--- src/rtl/trace_pkg.sv ---
// Shared record definitions for the commit trace path: record types, width,
// field offsets and a record builder.
package trace_pkg;

    localparam int unsigned REC_W    = 48;
    localparam int unsigned TYPE_LSB = 46;
    localparam int unsigned IDX_LSB  = 32;
    localparam int unsigned VAL_LSB  = 0;

    typedef enum logic [1:0] {
        REC_NONE  = 2'b00,
        REC_REG   = 2'b01,
        REC_STORE = 2'b10
    } rec_type_e;

    // Bits 45:44 stay zero.
    function automatic logic [REC_W-1:0] make_record(
        input rec_type_e   rtype,
        input logic [11:0] index,
        input logic [31:0] value
    );
        logic [REC_W-1:0] rec;
        rec                  = '0;
        rec[TYPE_LSB +: 2]   = rtype;
        rec[IDX_LSB  +: 12]  = index;
        rec[VAL_LSB  +: 32]  = value;
        return rec;
    endfunction

endpackage

--- src/rtl/trace_fifo.sv ---
// Register-array FIFO for trace records; head entry is presented combinationally.
module trace_fifo
    import trace_pkg::*;
#(
    parameter int unsigned DEPTH = 16
) (
    input  logic                     clock,
    input  logic                     reset,
    input  logic                     push,
    input  logic [REC_W-1:0]         push_data,
    input  logic                     pop,
    output logic [REC_W-1:0]         head_data,
    output logic [$clog2(DEPTH):0]   level,
    output logic                     full
);

    localparam int unsigned AW = $clog2(DEPTH);
    localparam logic [AW:0] FULL_LVL = (AW + 1)'(DEPTH);

    logic [REC_W-1:0] mem [DEPTH];
    logic [AW-1:0]    wr_ptr;
    logic [AW-1:0]    rd_ptr;

    always_ff @(posedge clock) begin
        if (push) begin
            mem[wr_ptr] <= push_data;
        end
    end

    // DEPTH is a power of two, so pointer increments wrap on their own.
    always_ff @(posedge clock or negedge reset) begin
        if (!reset) begin
            wr_ptr <= '0;
            rd_ptr <= '0;
            level  <= '0;
        end else begin
            if (push) wr_ptr <= wr_ptr + 1'b1;
            if (pop)  rd_ptr <= rd_ptr + 1'b1;
            case ({push, pop})
                2'b10:   level <= level + 1'b1;
                2'b01:   level <= level - 1'b1;
                default: level <= level;
            endcase
        end
    end

    assign head_data = mem[rd_ptr];
    assign full      = (level == FULL_LVL);

endmodule

--- src/rtl/commit_trace_buffer.sv ---
// Captures regfile writes and dmem stores on each processor-clock rise and
// queues them as 48-bit records for a valid/ready consumer.
module commit_trace_buffer
    import trace_pkg::*;
#(
    parameter int unsigned DEPTH  = 16,
    parameter int unsigned DROP_W = 16
) (
    input  logic                   clock,
    input  logic                   reset,
    input  logic                   processor_clock,
    input  logic                   trace_en,
    input  logic                   ctrl_writeEnable,
    input  logic [4:0]             ctrl_writeReg,
    input  logic [31:0]            data_writeReg,
    input  logic                   wren,
    input  logic [11:0]            address_dmem,
    input  logic [31:0]            data,
    output logic                   out_valid,
    input  logic                   out_ready,
    output logic [REC_W-1:0]       out_record,
    output logic                   overflow,
    output logic [DROP_W-1:0]      drop_count,
    output logic [$clog2(DEPTH):0] level
);

    logic              pclk_q;
    logic              sh_write_en;
    logic [4:0]        sh_write_reg;
    logic [31:0]       sh_write_data;
    logic              sh_wren;
    logic [11:0]       sh_address;
    logic [31:0]       sh_data;

    logic              pend_valid;
    logic [REC_W-1:0]  pend_rec;
    logic [REC_W-1:0]  last_rec;

    logic              commit_event;
    logic              reg_cand;
    logic              store_cand;
    logic [REC_W-1:0]  reg_rec;
    logic [REC_W-1:0]  store_rec;

    logic              push;
    logic [REC_W-1:0]  push_data;
    logic              push_ok;
    logic              drop;
    logic              pop;
    logic              full;
    logic [REC_W-1:0]  head_data;

    assign commit_event = processor_clock & ~pclk_q & trace_en;
    assign reg_cand     = commit_event & sh_write_en & (sh_write_reg != '0);
    assign store_cand   = commit_event & sh_wren;
    assign reg_rec      = make_record(REC_REG, {7'b0, sh_write_reg}, sh_write_data);
    assign store_rec    = make_record(REC_STORE, sh_address, sh_data);

    // STORE wins the event cycle; a paired REG goes out from pending next cycle.
    always_comb begin
        push      = 1'b0;
        push_data = pend_rec;
        if (store_cand) begin
            push      = 1'b1;
            push_data = store_rec;
        end else if (reg_cand) begin
            push      = 1'b1;
            push_data = reg_rec;
        end else if (pend_valid) begin
            push      = 1'b1;
            push_data = pend_rec;
        end
    end

    assign out_valid  = (level != '0);
    assign pop        = out_valid & out_ready;
    assign push_ok    = push & (~full | pop);
    assign drop       = push & full & ~pop;
    assign out_record = out_valid ? head_data : last_rec;

    always_ff @(posedge clock or negedge reset) begin
        if (!reset) begin
            pclk_q        <= 1'b0;
            sh_write_en   <= 1'b0;
            sh_write_reg  <= '0;
            sh_write_data <= '0;
            sh_wren       <= 1'b0;
            sh_address    <= '0;
            sh_data       <= '0;
            pend_valid    <= 1'b0;
            pend_rec      <= '0;
            last_rec      <= '0;
            overflow      <= 1'b0;
            drop_count    <= '0;
        end else begin
            pclk_q        <= processor_clock;
            sh_write_en   <= ctrl_writeEnable;
            sh_write_reg  <= ctrl_writeReg;
            sh_write_data <= data_writeReg;
            sh_wren       <= wren;
            sh_address    <= address_dmem;
            sh_data       <= data;

            if (store_cand && reg_cand) begin
                pend_valid <= 1'b1;
                pend_rec   <= reg_rec;
            end else if (!store_cand && !reg_cand) begin
                pend_valid <= 1'b0;
            end

            if (pop) begin
                last_rec <= head_data;
            end

            if (drop) begin
                overflow <= 1'b1;
                if (drop_count != '1) begin
                    drop_count <= drop_count + 1'b1;
                end
            end
        end
    end

    trace_fifo #(
        .DEPTH(DEPTH)
    ) u_fifo (
        .clock     (clock),
        .reset     (reset),
        .push      (push_ok),
        .push_data (push_data),
        .pop       (pop),
        .head_data (head_data),
        .level     (level),
        .full      (full)
    );

endmodule

--- config.mk ---
export PLATFORM = sky130hd
export DESIGN_NAME = commit_trace_buffer
export DESIGN_NICKNAME = d
export VERILOG_FILES = /design/src/rtl/trace_pkg.sv /design/src/rtl/trace_fifo.sv /design/src/rtl/commit_trace_buffer.sv
export SDC_FILE = /design/constraint.sdc
export NUM_CORES = 1
export LEC_CHECK = 0
export ABC_CLOCK_PERIOD_IN_PS = 12600
export CAP_MARGIN = 20
export CORE_MARGIN = 2
export CORE_UTILIZATION = 53
export DETAILED_ROUTE_END_ITERATION = 12
export PLACE_DENSITY = 0.77
export SLEW_MARGIN = 20
export SYNTH_ARGS = -nofsm -noshare
export SYNTH_HDL_FRONTEND = slang
export SYNTH_HIERARCHICAL = 1
export SYNTH_SLANG_ARGS = --single-unit
--- constraint.sdc ---
create_clock -name clock -period 12.6 [get_ports clock]
set_clock_uncertainty 0.05 [all_clocks]
set_input_delay 1.26 -clock clock [delete_from_list [all_inputs] [get_ports clock]]
set_output_delay 1.26 -clock clock [all_outputs]
set_load 0.05 [all_outputs]
==> metrics.txt <==
synth warn 6; vias 18500; relative slew slack 0.301; DRT Pass-1 Iters 8; cell total after placement 2918; Fmax 165 MHz; Crit path max-delay family buffers and inverters; crit path DAT 4760 ps; Die W 268 µm; Worst setup EP type primary output; P_leak 14.9 nW; Max Buffers Root-to-Sink 3; HPWL after detailed placement 44600 µm; WS Path Type register to primary output; clock sinks 969; Synth cell types 41; Max-Cap Viols 0; post_cts resized 0; nets 2184; die area 72000 µm²; worst-path cell chain buf_4 > mux4_2 > a22oi_1 > nand2_1 > mux2_2 > clkdlybuf4s50_1; WL/cell 25.9 µm; asr flop ratio synth 0.207; Via density 5.98; WP buf/inv 2; CTS H-tree lvls 3; Die Span Y 268 µm; CTS tree yes; Regs by FF count u_fifo/mem x768, last_rec x48, pend_rec x38; final core utilization 0.627; pin count of the biggest net entering global routing 109; Slew @ Worst Pin 1050 ps; clk slew on worst S/H paths 60 ps; I/O pins 159; worst hold path class register to register; fin worst setup slack 6530 ps; mean area per synthesized cell 20.1 µm²; Clk Tree Root Cell clkbuf_16; vias in the first global route 19500; DR iter-0 viols 2079; hold_buf cts 0; Critical-path top delay cell dfrtp_4; Setup-failing EPs final 0; fin cells 3098; Final Hold Viols 0; row count 96; power per standard cell area 228 nW/µm²; Area Growth Syn to Fin 16.7%; most flop-heavy register u_fifo/mem; Antenna diodes 0; Overall Power 9.84 mW; Critical Path RT 11290 ps; Tmin final 6070 ps; Synth Flop Type edfxtp_1; Worst path max stage delay 1060 ps; first-pass GRT wire length 121000 µm; Post-CTS Setup Bufs 0; remaining antenna violation count 0; Placer Congestion 0.776; DP Worst Slack 6510 ps; Largest register FFs 768; Post-Layout Inst Area 43300 µm²; synthesized instance count 1847; setup TNS 0 ps; # port buffers 158; Crit Path Max Fanout 47; startpoint type of the worst setup path register; CTS Buf Count 96; Fin Hold WS 433 ps; cell area after synthesis 37100 µm²; Yosys reg bits 969; drt drc 0; worst-skew pair later-pin latency 660 ps; # fillers 4560; Starting Density 0.537; Seq/Total Area, Yosys 0.758; Post-synth EDFFs 768; core area 68900 µm²; total gr overflow 0; Final period util 0.482; max-slew violations 0; status completed; drt total wl 80100 µm; layout cell share with drive strength beyond 1 0.263; RSZ-0062 raised after global routing false; VDD IR-drop max 0.256 mV; area post-placement 40000 µm²; total track usage 0.230; antenna violations before repair 1
## power by group
| part | internal, mW | switching [mW] | leakage (nW) |
|---|---|---|---|
| clock | 1.65 | 1.18 | 1.53 |
| combinational | 1.32 | 1.83 | 3.85 |
| sequential | 3.68 | 0.181 | 9.54 |
## path summary, 6_finish.rpt
path	start	endpoint	cells past startpoint	slack (ps)
worst min register to register	overflow	overflow	1	430
worst max-delay path	u_fifo/rd_ptr[0]	out_record[33]	6	6530
worst min-delay path	overflow	overflow	1	430
worst max register to register	pclk_q	u_fifo/mem[15][26]	9	8180
max in group asynchronous	reset	last_rec[38]	2	10730
min in group asynchronous	reset	drop_count[13]	1	450
## layer usage
metal | vias to the layer above | GRT usage | routed length, µm
met1 | 9685 | 0.314 | 31300
met3 | 131 | 0.0535 | 7420
met5 | - | 0 | 13
li1 | 7850 | - | -
met2 | 871 | 0.370 | 39100
met4 | 2 | 0.0796 | 2360
## worst reg2reg max path: cells and delay by family, from the launching register on
family          cells  cell delay (ps)
compound gates      1              640
buf+inv             4             1390
flops               1              390
simple gates        4             1560
## cell families (layout without fill, tap and decap cells)
family | after synthesis | count (layout) | share of synthesized area
AND/OR/NAND/NOR | 254 | 254 | 0.0296
flip-flops | 969 | 969 | 0.758
other | 1 | 32 | 0.000101
buffers and inverters | 110 | 399 | 0.0150
adder cells (fa/ha/maj) | 11 | 11 | 0.00371
multiplexers | 329 | 329 | 0.158
AO/OA/AOI/OAI | 145 | 145 | 0.0284
XOR/XNOR | 28 | 28 | 0.00662
## layout by cell type (no fill, tap or decap), drive strengths merged, types with 35 or more instances in the layout
| cell | n |
|---|---|
| edfxtp | 768 |
| dfrtp | 201 |
| mux4 | 192 |
| clkdlybuf4s50 | 157 |
| nand2 | 138 |
| mux2 | 137 |
| clkbuf | 130 |
| a22oi | 96 |
| nor2 | 60 |
| buf | 54 |
| a31oi | 37 |
| clkinv | 35 |
## cell type report
| class | instances | area [µm²] | share of cell area |
|---|---|---|---|
| flip-flops and latches | 969 | 28100 | 0.650 |
| multi-input cells | 799 | 8790 | 0.203 |
| clock buffers | 130 | 2650 | 0.0613 |
| repair buffers | 211 | 2010 | 0.0465 |
| well taps | 931 | 1160 | 0.0269 |
| clock inverters | 50 | 500 | 0.0116 |
| inverters | 8 | 30.0 | 0.000694 |
## cell usage after synthesis, drive strengths merged, types with 7 or more instances
library cell | instances | area [µm²]
xnor2 | 20 | 175
ha | 11 | 138
xor2 | 8 | 70.1
a31oi | 37 | 231
nand3 | 9 | 45.0
clkbuf | 47 | 176
mux4 | 192 | 4320
nand2 | 138 | 518
mux2 | 137 | 1540
dfrtp | 201 | 5030
edfxtp | 768 | 23100
a22oi | 96 | 721
and2 | 10 | 62.6
inv | 7 | 26.3
nand4 | 12 | 75.1
buf | 55 | 350
nor2 | 60 | 225
No activity file was read; power rests on OpenSTA's default activity.
